<file path="src/rtl/reset_seq_pkg.sv">
// rtl/reset_seq_pkg.sv - shared types and sizing helpers for the reset sequencer
package reset_seq_pkg;

  typedef enum logic [1:0] {
    IDLE    = 2'd0,
    ASSERT  = 2'd1,
    HOLD    = 2'd2,
    RELEASE = 2'd3
  } state_t;

  // Wide enough to hold the larger of the hold and stagger reload values.
  function automatic int cnt_width(input int hold, input int stagger);
    int m;
    m = (hold > stagger) ? hold : stagger;
    return $clog2(m + 1);
  endfunction

endpackage

</file>
<file path="src/rtl/reset_seq_ctrl_sync.sv">
// rtl/reset_seq_ctrl_sync.sv - multi-flop synchroniser for the async reset request
module reset_sync_chain #(
  parameter int STAGES = 2
) (
  input  logic clk,
  input  logic rst_n,
  input  logic d,
  output logic q
);

  logic [STAGES-1:0] ff;

  always_ff @(posedge clk) begin
    if (!rst_n) begin
      ff <= '0;
    end else begin
      ff <= {ff[STAGES-2:0], d};
    end
  end

  assign q = ff[STAGES-1];

endmodule

</file>
<file path="src/rtl/reset_seq_ctrl.sv">
// rtl/reset_seq_ctrl.sv - stretches reset requests and releases NUM_CH domains in order
module reset_seq_ctrl
  import reset_seq_pkg::*;
#(
  parameter int NUM_CH      = 3,
  parameter int SYNC_STAGES = 2,
  parameter int HOLD_CYC    = 4,
  parameter int STAGGER     = 2
) (
  input  logic              clk,
  input  logic              rst_n,
  input  logic              async_reset_in,
  input  logic              sw_reset_req,
  output logic [NUM_CH-1:0] reset_out,
  output logic              busy,
  output logic              done
);

  localparam int CW  = cnt_width(HOLD_CYC, STAGGER);
  localparam int CHW = (NUM_CH > 1) ? $clog2(NUM_CH) : 1;

  localparam logic [CW-1:0]     HOLD_LOAD   = CW'(HOLD_CYC - 1);
  localparam logic [CW-1:0]     STAG_LOAD   = (STAGGER > 0) ? CW'(STAGGER - 1) : CW'(0);
  localparam logic [CHW-1:0]    LAST_CH     = CHW'(NUM_CH - 1);
  localparam logic [NUM_CH-1:0] ALL_ON      = '1;
  localparam logic [NUM_CH-1:0] ONE_BIT     = NUM_CH'(1);
  localparam bit                SINGLE_STEP = (STAGGER == 0) || (NUM_CH == 1);

  logic              sync_req;
  logic              req;

  state_t            state_q, state_d;
  logic [CW-1:0]     cnt_q, cnt_d;
  logic [CHW-1:0]    ch_q, ch_d;
  logic [NUM_CH-1:0] reset_q, reset_d;
  logic              busy_q, busy_d;
  logic              done_q, done_d;

  reset_sync_chain #(
    .STAGES (SYNC_STAGES)
  ) u_sync (
    .clk   (clk),
    .rst_n (rst_n),
    .d     (async_reset_in),
    .q     (sync_req)
  );

  assign req = sync_req | sw_reset_req;

  always_ff @(posedge clk) begin
    if (!rst_n) begin
      state_q <= HOLD;
      cnt_q   <= HOLD_LOAD;
      ch_q    <= '0;
      reset_q <= ALL_ON;
      busy_q  <= 1'b1;
      done_q  <= 1'b0;
    end else begin
      state_q <= state_d;
      cnt_q   <= cnt_d;
      ch_q    <= ch_d;
      reset_q <= reset_d;
      busy_q  <= busy_d;
      done_q  <= done_d;
    end
  end

  always_comb begin
    state_d = state_q;
    cnt_d   = cnt_q;
    ch_d    = ch_q;
    reset_d = reset_q;
    done_d  = 1'b0;

    if (req) begin
      state_d = ASSERT;
      reset_d = ALL_ON;
    end else begin
      case (state_q)
        IDLE: begin
          reset_d = '0;
        end
        ASSERT: begin
          state_d = HOLD;
          cnt_d   = HOLD_LOAD;
          reset_d = ALL_ON;
        end
        HOLD: begin
          if (cnt_q != '0) begin
            cnt_d = cnt_q - CW'(1);
          end else if (SINGLE_STEP) begin
            reset_d = '0;
            state_d = IDLE;
            done_d  = 1'b1;
          end else begin
            // Channel 0 leaves reset on the edge that ends the hold window.
            reset_d = reset_q & ~ONE_BIT;
            ch_d    = CHW'(1);
            cnt_d   = STAG_LOAD;
            state_d = RELEASE;
          end
        end
        RELEASE: begin
          if (cnt_q != '0) begin
            cnt_d = cnt_q - CW'(1);
          end else begin
            reset_d = reset_q & ~(ONE_BIT << ch_q);
            if (ch_q == LAST_CH) begin
              state_d = IDLE;
              done_d  = 1'b1;
            end else begin
              ch_d  = ch_q + CHW'(1);
              cnt_d = STAG_LOAD;
            end
          end
        end
        default: begin
          state_d = IDLE;
          reset_d = '0;
        end
      endcase
    end

    busy_d = |reset_d;
  end

  assign reset_out = reset_q;
  assign busy      = busy_q;
  assign done      = done_q;

endmodule
</file>
<file path="config.mk">
export PLATFORM = sky130hd
export DESIGN_NAME = reset_seq_ctrl
export DESIGN_NICKNAME = d
export VERILOG_FILES = /design/src/rtl/reset_seq_pkg.sv /design/src/rtl/reset_seq_ctrl_sync.sv /design/src/rtl/reset_seq_ctrl.sv
export SDC_FILE = /design/constraint.sdc
export NUM_CORES = 1
export LEC_CHECK = 0
export CORE_AREA = 2 2 39 41
export CTS_CLUSTER_SIZE = 10
export DETAILED_ROUTE_END_ITERATION = 12
export DIE_AREA = 0 0 41 43
export PLACE_DENSITY = 0.71
export SYNTH_ARGS = -nofsm -noshare
export SYNTH_HDL_FRONTEND = slang
export SYNTH_SLANG_ARGS = --single-unit
</file>
<file path="constraint.sdc">
create_clock -name clk -period 3.2 [get_ports clk]
set_input_delay 0.64 -clock clk [delete_from_list [all_inputs] [get_ports clk]]
set_output_delay 0.64 -clock clk [all_outputs]
set_load 0.1 [all_outputs]
</file>
==> flow_summary.ini <==
[sta]
drv_slew = 0
period_share = 0.552
hold_violations = 0
slew_headroom = 0.661
max_freq_mhz = 566
rsz0062_at_grt = false
finalSetupViolations = 0
fin_skew_ns = 0.00222
min_period_ns = 1.77
worst_pin_slew_ns = 0.508
timing.setup.tns_ns = 0

[run]
drv_cap = 0

[routing]
route.detailed.drc = 0
dr.first_iter.drc_count = 19
vias_per_cell = 5.74
routed-via-count = 528
wl_per_cell_um = 14.1
dr.pass1.iters = 4
ant_nets = 0
routed_wl_mm = 1.30

[placement]
dp_hpwl_um = 900
port_buffers = 8
gp_congestion = 0.795

[pwr]
p_int_w = 0.000243
p_leak_nw = 0.291
clock_power_share = 0.297
pwr-share-seq = 0.570
p_comb_frac = 0.133
p_switching_w = 0.0000957
power.total_w = 0.000339
sw_frac_of_total = 0.283
power_density_nw_per_um2 = 461
irDropWorstVdd_v = 0.000267

[synth]
synth_top_family_by_area = simple AND/OR/NAND/NOR gates
synth-xor-area-share = 0
synth_warnings = 0
syn_inst = 68
synth_most_common_cell = dfxtp_1
async_flop_share = 0
seq_area_frac_synth = 0.441
yosys.area.top_type = dfxtp_1
netlist-cell-type-count = 24
avgSynthCellArea_um2 = 9.35
synth_edf_count = 0
ys.flop_type = dfxtp_1
syn-cell-area_um2 = 636
netlist.area_leader.share = 0.441
synth-compound-area-share = 0.146
ys_ff_latch = 14
synth_fa_ha_area_frac = 0.0591
netlist_top_cells_count = dfxtp_1, nand2_1, nand3_1
synth-simple-area-share = 0.248
synth_area_leaders = dfxtp_1, nand2_1, ha_1
synth_mux_area_frac = 0.0709
synthesis.nets = 75

[die]
chipWidth_um = 41
row_count = 14
start_util = 0.459
fp.dieH_um = 43
core_area_um2 = 1380
die_area_um2 = 1760
io_pins = 9

[critical_path]
path_class = in2reg
worstSetupStartpointType = primary input
required_ns = 3.38
crit_chain = clkdlybuf4s50_1 > nor2_1 > o221a_4 > mux2_4
worst_path_max_delay_cell = clkdlybuf4s50_1
path_max_fanout = 5
crit_arrival_ns = 1.94
slowest_delay_ns = 0.44
end_kind = flop

[clock_tree]
clk_pin_slew_ns = 0.08
tritoncts = done
cts_resized = 0
htree_levels = 1
clock_sinks = 14
cts_max_path_buffers = 2
clock_latency_ns = 0.28
clockRootBuffer = clkbuf_4
cts_hold_buffers = 0
cts_setup_buffers = 0
cts_buffers = 3

[global_routing]
gr-total-overflow = 0
grt_max_degree = 17
grtUsageTotal = 0.183
grt_pass1_wl_mm = 2.10
antenna_found_initial = 0
grt_pass1_vias = 501

[final_layout]
drive_gt1_frac = 0.145
diodes = 0
fillers = 144
final_nets = 85
area_growth_pct = 15.6

[hold_path]
hold_path.class = reg2reg

[outcome]
outcome = finished, final reports clean
[state kept, by name, summed over array words and instances (netlist names)]
signal,flops
reset_out,3
u_sync.ff,2
done,1
cnt_q,3
ch_q,2
busy,1
state_q,2
[critical path: cells and delay by family]
kind | cells | cell delay [ns]
AOI/OAI and AO/OA | 1 | 0.27
buffers and inverters | 1 | 0.44
and+or+nand+nor | 1 | 0.30
muxes | 1 | 0.29
[through the flow]
stage	utilization	cells	setup slack (ns)	hold WS (ns)	area [um2]
final	0.531	92	1.43	0.441	734
after global routing	0.531	92	1.39	0.460	734
after CTS	0.531	92	1.44	0.447	734
after detailed placement	0.514	89	1.15	0.427	712
after global placement	0.514	89	1.18	0.415	712
after floorplan	-	68	1.62	0.412	636
[power by group through the flow]
stage               Clock (W)  Combinational [W]  Sequential (W)
floorplan                   0          0.0000262        0.000202
global placement            0          0.0000436        0.000196
detailed placement          0          0.0000446        0.000197
CTS                  0.000104          0.0000448        0.000193
global route         0.000109          0.0000477        0.000194
finish               0.000101          0.0000449        0.000193
[layout by cell type, fill, tap and decap left out]
cell type        instances
clkdlybuf4s50_1          3
nor3_1                   2
a21oi_1                  1
nand4_1                  3
o311ai_0                 1
and2_1                   2
clkbuf_4                 3
nand3_1                  4
o211ai_1                 2
o221a_4                  1
o2111a_1                 1
inv_1                    3
o21ai_0                  3
nor2_1                   1
or3_4                    1
nand2_1                 12
mux2_4                   1
o2111ai_1                1
nand2b_1                 3
and3_1                   1
buf_4                    5
ha_1                     3
a211o_1                  1
nand4bb_1                1
dfxtp_1                 14
mux2i_1                  3
[layout make-up]
class,instances,area (um2),area share
inverter,3,11.3,0.0153
timing repair buffer,8,67.6,0.0920
tap,16,20.0,0.0273
multi-input combinational,48,333,0.453
clock buffer,3,22.5,0.0307
sequential,14,280,0.382
[kinds of logic after synthesis]
group	count (synthesis)
DFF	14
and+or+nand+nor	30
muxes	4
buffers and inverters	6
AOI/OAI and AO/OA	11
adders and majority gates	3
[routing by layer]
metal / routed length [um] / share of wire / vias to the layer above / GRT usage
li1: - / - / 261 / -
met1: 531 / 0.41 / 243 / 0.197
met2: 655 / 0.50 / 20 / 0.263
met3: 82 / 0.063 / 4 / 0.0995
met4: 31 / 0.024 / 0 / 0.120
met5: 0 / 0 / - / 0
[path summary, 6_finish.rpt]
path	cells past startpoint	slack, ns	from	to
max	4	1.43	sw_reset_req	cnt_q[0]
min reg2reg	1	0.44	u_sync.ff[0]	u_sync.ff[1]
min	1	0.44	u_sync.ff[0]	u_sync.ff[1]
max reg2reg	3	1.73	cnt_q[0]	cnt_q[0]
(Power assumes the default switching activity.)
